### src/rtl/serial_cmp_pkg.sv
// Shared definitions for the bit-serial comparator family.
package serial_cmp_pkg;

  // FSM state encoding.
  localparam int unsigned ST_W = 2;
  localparam logic [1:0] ST_IDLE   = 2'd0;
  localparam logic [1:0] ST_ACCUM  = 2'd1;
  localparam logic [1:0] ST_RESULT = 2'd2;

  // Result word presented on the output handshake.
  typedef struct packed {
    logic ugt;
    logic ult;
    logic eq;
  } cmp_result_t;

  // Bit counter width: clog2(max(width, 2)).
  function automatic int unsigned cnt_width(input int unsigned width);
    if (width < 2) begin
      return 1;
    end
    return $clog2(width);
  endfunction

endpackage

### src/rtl/serial_cmp_decide.sv
// Decision cell: latches the first differing MSB-first bit pair as gt/lt.
module serial_cmp_decide (
  input  logic clk,
  input  logic reset,
  input  logic clear,
  input  logic load,
  input  logic first,
  input  logic i0_bit,
  input  logic i1_bit,
  output logic gt_q,
  output logic lt_q,
  output logic gt_next_c,
  output logic lt_next_c
);

  logic gt_d;
  logic lt_d;

  // Fresh load on the first bit or while undecided; hold once decided.
  always_comb begin
    gt_d = gt_q;
    lt_d = lt_q;
    if (clear) begin
      gt_d = 1'b0;
      lt_d = 1'b0;
    end else if (load && (first || !(gt_q || lt_q))) begin
      gt_d = i0_bit & ~i1_bit;
      lt_d = ~i0_bit & i1_bit;
    end
  end

  assign gt_next_c = gt_d;
  assign lt_next_c = lt_d;

  // Decision registers.
  always_ff @(posedge clk) begin
    if (reset) begin
      gt_q <= 1'b0;
      lt_q <= 1'b0;
    end else begin
      gt_q <= gt_d;
      lt_q <= lt_d;
    end
  end

endmodule

### src/rtl/serial_ugt_cmp.sv
// Bit-serial unsigned comparator: MSB-first bit pairs in, ugt/ult/eq word out.
module serial_ugt_cmp
  import serial_cmp_pkg::*;
#(
  parameter int unsigned WIDTH = 3
) (
  input  logic CLK,
  input  logic RESET,
  input  logic clear,
  input  logic in_valid,
  output logic in_ready,
  input  logic I0_bit,
  input  logic I1_bit,
  output logic out_valid,
  input  logic out_ready,
  output logic O_ugt,
  output logic O_ult,
  output logic O_eq
);

  localparam int unsigned CNT_W = cnt_width(WIDTH);
  localparam logic [CNT_W-1:0] CNT_LAST = CNT_W'(WIDTH - 1);

  logic [ST_W-1:0]  state_q, state_d;
  logic [CNT_W-1:0] cnt_q, cnt_d;
  logic             out_valid_q, out_valid_d;
  cmp_result_t      res_q, res_d;

  logic accept_c;
  logic clear_c;
  logic gt_q, lt_q;
  logic gt_next_c, lt_next_c;

  assign in_ready = (state_q != ST_RESULT);
  assign accept_c = in_valid && in_ready;
  // A pending result must drain, so clear only acts while collecting bits.
  assign clear_c  = clear && (state_q != ST_RESULT);

  serial_cmp_decide u_decide (
    .clk       (CLK),
    .reset     (RESET),
    .clear     (clear_c),
    .load      (accept_c),
    .first     (cnt_q == '0),
    .i0_bit    (I0_bit),
    .i1_bit    (I1_bit),
    .gt_q      (gt_q),
    .lt_q      (lt_q),
    .gt_next_c (gt_next_c),
    .lt_next_c (lt_next_c)
  );

  // Next-state, counter and registered-output computation.
  always_comb begin
    state_d     = state_q;
    cnt_d       = cnt_q;
    out_valid_d = 1'b0;
    res_d       = '0;

    case (state_q)
      ST_IDLE, ST_ACCUM: begin
        if (clear) begin
          state_d = ST_IDLE;
          cnt_d   = '0;
        end else if (accept_c) begin
          if (cnt_q == CNT_LAST) begin
            state_d = ST_RESULT;
            cnt_d   = '0;
          end else begin
            state_d = ST_ACCUM;
            cnt_d   = cnt_q + CNT_W'(1);
          end
        end
      end
      ST_RESULT: begin
        if (out_ready) begin
          state_d = ST_IDLE;
        end
      end
      default: begin
        state_d = ST_IDLE;
        cnt_d   = '0;
      end
    endcase

    // Decision is frozen in RESULT, so the fields stay stable under backpressure.
    if (state_d == ST_RESULT) begin
      out_valid_d = 1'b1;
      res_d.ugt   = gt_next_c;
      res_d.ult   = lt_next_c;
      res_d.eq    = ~gt_next_c & ~lt_next_c;
    end
  end

  // State, counter and output registers.
  always_ff @(posedge CLK) begin
    if (RESET) begin
      state_q     <= ST_IDLE;
      cnt_q       <= '0;
      out_valid_q <= 1'b0;
      res_q       <= '0;
    end else begin
      state_q     <= state_d;
      cnt_q       <= cnt_d;
      out_valid_q <= out_valid_d;
      res_q       <= res_d;
    end
  end

  assign out_valid = out_valid_q;
  assign O_ugt     = res_q.ugt;
  assign O_ult     = res_q.ult;
  assign O_eq      = res_q.eq;

  // Decision state is observed through res_q; direct copies kept for debug visibility.
  logic unused_dec_c;
  assign unused_dec_c = gt_q ^ lt_q;

endmodule
### config.mk
export PLATFORM = sky130hd
export DESIGN_NAME = serial_ugt_cmp
export DESIGN_NICKNAME = d
export VERILOG_FILES = /design/src/rtl/serial_cmp_pkg.sv /design/src/rtl/serial_cmp_decide.sv /design/src/rtl/serial_ugt_cmp.sv
export SDC_FILE = /design/constraint.sdc
export NUM_CORES = 1
export LEC_CHECK = 0
export CORE_AREA = 2 2 39 41
export CTS_CLUSTER_SIZE = 25
export DETAILED_ROUTE_END_ITERATION = 8
export DIE_AREA = 0 0 41 43
export DONT_BUFFER_PORTS = 1
export HOLD_SLACK_MARGIN = 0.06
export PLACE_DENSITY = 0.46
export SYNTH_ARGS = -nofsm -noshare
export SYNTH_HDL_FRONTEND = slang
export SYNTH_SLANG_ARGS = --single-unit
### constraint.sdc
create_clock -name CLK -period 1.4 [get_ports CLK]
set_clock_uncertainty 0.05 [all_clocks]
set_input_delay 0.07 -clock CLK [delete_from_list [all_inputs] [get_ports CLK]]
set_output_delay 0.07 -clock CLK [all_outputs]
set_load 0.005 [all_outputs]
==> flow_summary_export.csv, run 1 <==
group,metric,value,unit
setup_path,path_delay_family,"compound AO/OA/AOI/OAI gates",
finish,multi_input_area,245,um^2
status,status,"finished, final reports clean",
power_and_ir_drop,irDropWorstVdd,476,uV
sta,rsz0062_at_grt,"false",
job,cap_violations,0,
finish,final_nets,65,
setup_path,critPathKind,"reg2reg",
floorplan,die_area,0.00176,mm^2
sta,tightest_slew,435,ps
synthesis,synth-seq-cells,10,
worst_hold_path,min_path_type,"in2reg",
power_and_ir_drop,share_clk_of_total_power,43.4,%
finish,n_fill_cell,142,
clocking,cts_sinks,10,
clocking,clock_insertion_delay_worst_skew,260,ps
setup_path,critPathBufInv,2,
detailed_routing,drc_errors,0,
power_and_ir_drop,power_frac_seq,48.6,%
detailed_routing,totalWireLength,967,um
sta,period_share,94.3,%
synthesis,synth-async-reset-ratio,0,%
floorplan,core-area,0.00138,mm^2
synthesis,syn_area,438,um^2
power_and_ir_drop,pwr-share-comb,8.0,%
global_routing,antenna_found_initial,0,
setup_path,worstPathArrival,1440,ps
clocking,clkTransAtPathRegs,70,ps
synthesis,synthCells,46,
global_routing,overflow,0,
placement,dpl.hpwl,682,um
power_and_ir_drop,p_switching,0.130,mW
floorplan,die-height,43,um
floorplan,die_w,41,um
synthesis,synth_edf_count,0,
synthesis,yosysUniqueCellTypes,22,
finish,synthToLayoutAreaGrowth,30.9,%
detailed_routing,wl_per_cell,13.2,um
sta,setup_viol,0,
detailed_routing,drt_iter0_drc,11,
clocking,cts_tree,"yes",
floorplan,initial_core_util,31.6,%
sta,maxSlewViolCount,0,
clocking,cts_inserted_buffers,3,
detailed_routing,final_antenna_net_count,0,
synthesis,synth_nets,53,
global_routing,grt_max_degree,11,
setup_path,end_kind,"flop",
setup_path,cp_slowest_cell,"dfxtp_1",
power_and_ir_drop,leakage,0.223,nW
synthesis,synth_ff_type,"dfxtp_1",
sta,period_needed,1320,ps
power_and_ir_drop,intPower,0.471,mW
global_routing,grtUsageTotal,13.6,%
setup_path,worstPathRequired,1520,ps
placement,gp_congestion,0.748,
finish,seq_area,200,um^2
synthesis,syn_area_per_cell,9.52,um^2
setup_path,crit_chain,"and2b_2 > inv_2 > a2bb2oi_1 > buf_4 > a2111oi_4",
global_routing,grt_pass1_vias,372,
sta,fmax,757,MHz
synthesis,yosysWarnings,0,
synthesis,yosysSeqAreaShare,45.7,%
setup_path,worstSetupStartpointType,"flop",
setup_path,slowest_delay,350,ps
clocking,cts_root_buf,"clkbuf_4",
setup_path,crit_fanout,5,
detailed_routing,routed_via_density,5.53,
power_and_ir_drop,power,0.601,mW
floorplan,io_pins,12,
placement,io_buffers,0,
sta,relSlewSlack,70.9,%
global_routing,grt_pass1_wl,1620,um
sta,hold_slack,117,ps
detailed_routing,dr_total_vias,404,
clocking,cts_buffer_depth,2,
floorplan,num_rows,14,
sta,finalHoldViolations,0,
detailed_routing,firstDrtPassIters,4,
power_and_ir_drop,power.density,1050,mW/mm^2
finish,antenna_cells,0,
power_and_ir_drop,p_sw_share,21.7,%
finish,post_route_cells_drive_above_1_share,31.6,%
clocking,htreeDepth,1,
## registers in the layout, summed over array words and instances, names as in the netlist
name / cells
out_valid: 1
O_eq: 1
O_ult: 1
cnt_q: 2
u_decide.gt_q: 1
state_q: 2
O_ugt: 1
u_decide.lt_q: 1
## area by class of cell
class                      count  share of cell area (%)
timing repair buffer           8                    11.8
tap                           16                    3.49
clock buffer                   4                    6.33
sequential                    10                    34.9
multi-input combinational     34                    42.8
inverter                       1                   0.655
## final timing paths
| check | start | end | slack [ps] | cells after the start |
|---|---|---|---|---|
| worst max-delay path | state_q[1]$_SDFF_PP0_ | O_eq$_SDFF_PP0_ | 80 | 5 |
| worst max register to register | state_q[1]$_SDFF_PP0_ | O_eq$_SDFF_PP0_ | 80 | 5 |
| worst min-delay path | I1_bit | O_eq$_SDFF_PP0_ | 120 | 3 |
| worst min register to register | u_decide.lt_q$_SDFF_PP0_ | u_decide.lt_q$_SDFF_PP0_ | 460 | 2 |
## cells in the mapped netlist (2+ instances only)
library cell  number  area share, %
and2b_2            3            6.0
o31ai_1            2            3.4
nor3_1             2            2.3
a211oi_1           2            3.4
a21oi_1            4            4.6
dfxtp_1           10             46
nor2_1             5            4.3
nand4_1            2            2.9
o21ai_0            3            3.4
## metal layers
layer  global-route usage [%]  up-vias  wire length [um]
li1                         -      197                 -
met1                     16.7      189               423
met2                     19.1       18               461
met3                     8.90        0                82
met4                     4.00        0                 0
met5                        0        -                 0
## cell families after synthesis
| group | share of synthesized area [%] |
|---|---|
| AND/OR/NAND/NOR | 25.4 |
| buffers and inverters | 2.57 |
| AO/OA/AOI/OAI | 26.3 |
| flip-flops | 45.7 |
## cell usage in the layout, fill, tap and decap left out, drive strengths merged
master	Yosys	routed
a2111oi	1	1
a211oi	2	2
a21oi	4	4
a2bb2oi	1	1
and2b	4	4
and3	1	1
and3b	1	1
buf	1	5
clkbuf	0	4
dfxtp	10	10
dlygate4sd3	0	3
inv	1	1
nand3	1	1
nand4	2	2
nand4b	1	1
nor2	5	5
nor3	2	2
o21ai	3	3
o21ba	1	1
o22ai	1	1
o31ai	2	2
o32a	1	1
or2	1	1
## metrics by stage
| stage | util (%) | setup slack (ps) | TNS [ps] | cell area [um^2] | cells |
|---|---|---|---|---|---|
| CTS | 40.1 | 13.4 | 0 | 556 | 73 |
| floorplan | - | 90.1 | 0 | 438 | 46 |
| detailed placement | 34.7 | -49.2 | -49.2 | 480 | 65 |
| global route | 41.4 | 0.120 | 0 | 573 | 73 |
| finish | 41.4 | 79.8 | 0 | 573 | 73 |
| global placement | 34.7 | -1.74 | -1.74 | 480 | 65 |
## power by group through the flow
stage                     clock network [mW]  logic [mW]  registers [mW]
after CTS                              0.272      0.0445           0.292
after global placement                     0      0.0310           0.298
final                                  0.261      0.0483           0.292
after detailed placement                   0      0.0317           0.299
after global routing                   0.289      0.0519           0.292
after floorplan                            0      0.0297           0.299
## tightest hold or removal path, cell delays in order
cell	delay, ps
and2b_2	130
or2_2	120
a2111oi_4	60
## timing repair
action | CTS | global route
pin swaps | 1 | 0
gates cloned | 0 | 0
resized for setup | 1 | 3
endpoints found under the hold margin | 10 | 0
endpoints found under the setup margin | 1 | 2
hold buffers | 3 | 0
buffers inserted | 1 | 0
Note: power is estimated with default switching activity, not from simulation.
==> run 2, diff against run 1 <==
ABC_CLOCK_PERIOD_IN_PS = 1400   (was default)
CAP_MARGIN = 20   (was default)
CELL_PAD_IN_SITES_DETAIL_PLACEMENT = 0   (was default)
CELL_PAD_IN_SITES_GLOBAL_PLACEMENT = 1   (was default)
PLACE_DENSITY = 0.57   (was 0.46)
==> run 2 against run 1 <==
Largest cell class unchanged. Largest power group unchanged. Sequential power hardly changed. Critical path type unchanged. Flip-flop and latch count stayed put. Critical path depth stayed put. Power is 0.25% lower. Critical endpoint unchanged. Highest routed layer is now met4. Cell area is 2.2% lower. Hold slack worse by 5.5 ps. Non-clock buffer count is 1 lower. Clock power hardly changed.
==> flow_summary_export.csv, run 2 (synthesis results as in run 1) <==
group,metric,value,unit
status,status,"finished, final reports clean",
worst_hold_path,min_path_type,"in2reg",
clocking,clkTransAtPathRegs,70,ps
worst_hold_path,min_delay_path_depth,3,
setup_path,path_delay_family,"compound AO/OA/AOI/OAI gates",
detailed_routing,drt_iter0_drc,9,
detailed_routing,firstDrtPassIters,4,
setup_path,timing.rr.end,"O_eq$_SDFF_PP0_",
worst_hold_path,min_from,"I1_bit",
power_and_ir_drop,p_switching,0.130,mW
floorplan,die-height,43,um
global_routing,grtUsageTotal,13.1,%
sta,period_needed,1320,ps
finish,synthToLayoutAreaGrowth,28.0,%
detailed_routing,wl_per_cell,13.6,um
power_and_ir_drop,leakage,0.222,nW
floorplan,initial_core_util,31.6,%
sta,hold_slack,112,ps
power_and_ir_drop,power.density,1070,mW/mm^2
sta,setup_viol,0,
placement,gp_congestion,0.734,
setup_path,r2r_cells,5,
setup_path,end_kind,"flop",
floorplan,die_w,41,um
detailed_routing,final_antenna_net_count,0,
clocking,clock_insertion_delay_worst_skew,270,ps
sta,period_share,94.5,%
setup_path,worstPathRequired,1520,ps
setup_path,worstSetupStartpointType,"flop",
global_routing,grt_pass1_wl,1470,um
placement,dp.cells,64,
setup_path,crit_fanout,5,
detailed_routing,dr_total_vias,397,
floorplan,num_rows,14,
power_and_ir_drop,p_sw_share,21.8,%
placement,io_buffers,0,
clocking,cts_buffer_depth,2,
finish,fin_area,561,um^2
floorplan,core-area,0.00138,mm^2
power_and_ir_drop,share_clk_of_total_power,43.6,%
placement,post_dp_cell_area,473,um^2
sta,finalHoldViolations,0,
finish,top_regs,"cnt_q (2), state_q (2)",
power_and_ir_drop,power_frac_seq,48.8,%
global_routing,grt_max_degree,11,
detailed_routing,drc_errors,0,
setup_path,critPathBufInv,2,
detailed_routing,totalWireLength,978,um
job,cap_violations,0,
global_routing,antenna_found_initial,0,
sta,fmax,756,MHz
power_and_ir_drop,pwr-share-comb,7.6,%
finish,stdcell_count,72,
sta,final.setup.tns,0,ps
finish,final_common_cell,"dfxtp_1",
setup_path,slowest_delay,310,ps
finish,antenna_cells,0,
power_and_ir_drop,irDropWorstVdd,375,uV
floorplan,die_area,0.00176,mm^2
sta,maxSlewViolCount,0,
setup_path,reg2reg_from,"state_q[0]$_SDFF_PP0_",
sta,rsz0062_at_grt,"false",
setup_path,cp_slowest_cell,"dfxtp_1",
finish,final_cell_mix,"dfxtp_1, nor2_1, and2b_2, a21oi_1, buf_4",
finish,post_route_cells_drive_above_1_share,28.6,%
worst_hold_path,holdPathEnd,"O_eq$_SDFF_PP0_",
setup_path,rrSetupSlack,80,ps
clocking,cts_root_buf,"clkbuf_4",
power_and_ir_drop,intPower,0.469,mW
setup_path,critPathKind,"reg2reg",
global_routing,overflow,0,
clocking,htreeDepth,1,
floorplan,io_pins,12,
finish,final_nets,64,
sta,tightest_slew,423,ps
sta,relSlewSlack,71.7,%
setup_path,worstPathArrival,1450,ps
detailed_routing,routed_via_density,5.51,
setup_path,crit_chain,"and2b_2 > inv_2 > a2bb2oi_1 > buf_4 > a2111oi_4",
global_routing,grt_pass1_vias,360,
clocking,cts_sinks,10,
clocking,cts_inserted_buffers,3,
clocking,cts_tree,"yes",
-- run 2: cell count changes in the layout (fill, tap and decap cells not counted), sizes merged --
| cell | before | now |
|---|---|---|
| buf | 5 | 4 |
-- run 2: timing repair --
action,in CTS,in global routing
gates resized for setup,2,1
hold buffers,3,0
setup buffers,0,1
pin swaps,1,0
endpoints found under the setup margin,1,1
hold endpoints to repair,10,0
-- run 2: layout make-up --
type / count / area [um^2]
Clock buffer: 4 / 36.3
Fill cell: 142 / 823
Inverter: 1 / 3.75
Multi-Input combinational cell: 34 / 240
Sequential cell: 10 / 200
Tap cell: 16 / 20.0
Timing Repair Buffer: 7 / 60.1
-- run 2: worst max-delay path by stage --
stage                           from         endpoint  slack (ps)  cells past startpoint
2_1_floorplan  state_q[0]$_SDFF_PP0_  O_eq$_SDFF_PP0_          90                      3
3_3_place_gp   state_q[0]$_SDFF_PP0_  O_eq$_SDFF_PP0_           7                      3
3_5_place_dp   state_q[0]$_SDFF_PP0_  O_eq$_SDFF_PP0_         -10                      5
4_1_cts        state_q[0]$_SDFF_PP0_  O_eq$_SDFF_PP0_          30                      5
5_1_grt        state_q[0]$_SDFF_PP0_  O_eq$_SDFF_PP0_           3                      5
6_report       state_q[0]$_SDFF_PP0_  O_eq$_SDFF_PP0_          80                      5
-- run 2: stage by stage --
stage	setup WS, ps	power, mW	util [%]
after floorplan	90.1	0.328	-
after global placement	6.78	0.328	34.2
after detailed placement	-14.6	0.329	34.2
after CTS	26.6	0.605	40.0
after global routing	2.96	0.630	40.5
final	77.3	0.600	40.5
-- run 2: worst register-to-register path: cells and delay by family, from the launching register on --
kind	cells	cell delay (ps)
flip-flops	1	310
AND/OR/NAND/NOR	1	260
AO/OA/AOI/OAI	2	380
buffers and inverters	2	230
-- run 2: per-layer routing --
metal  track usage (%)  up-vias  part of all wire (%)
li1                  -      193                     -
met1              16.3      185                    39
met2              17.5       15                    50
met3              4.71        4                   9.6
met4              10.0        0                   1.5
met5                 0        -                     0
-- run 2: power groups by stage --
stage	clock [mW]	sequential [mW]	combinational [mW]
after CTS	0.267	0.293	0.0450
after global routing	0.288	0.293	0.0492
final	0.262	0.293	0.0453
after global placement	0	0.300	0.0289
after detailed placement	0	0.299	0.0293
after floorplan	0	0.299	0.0297
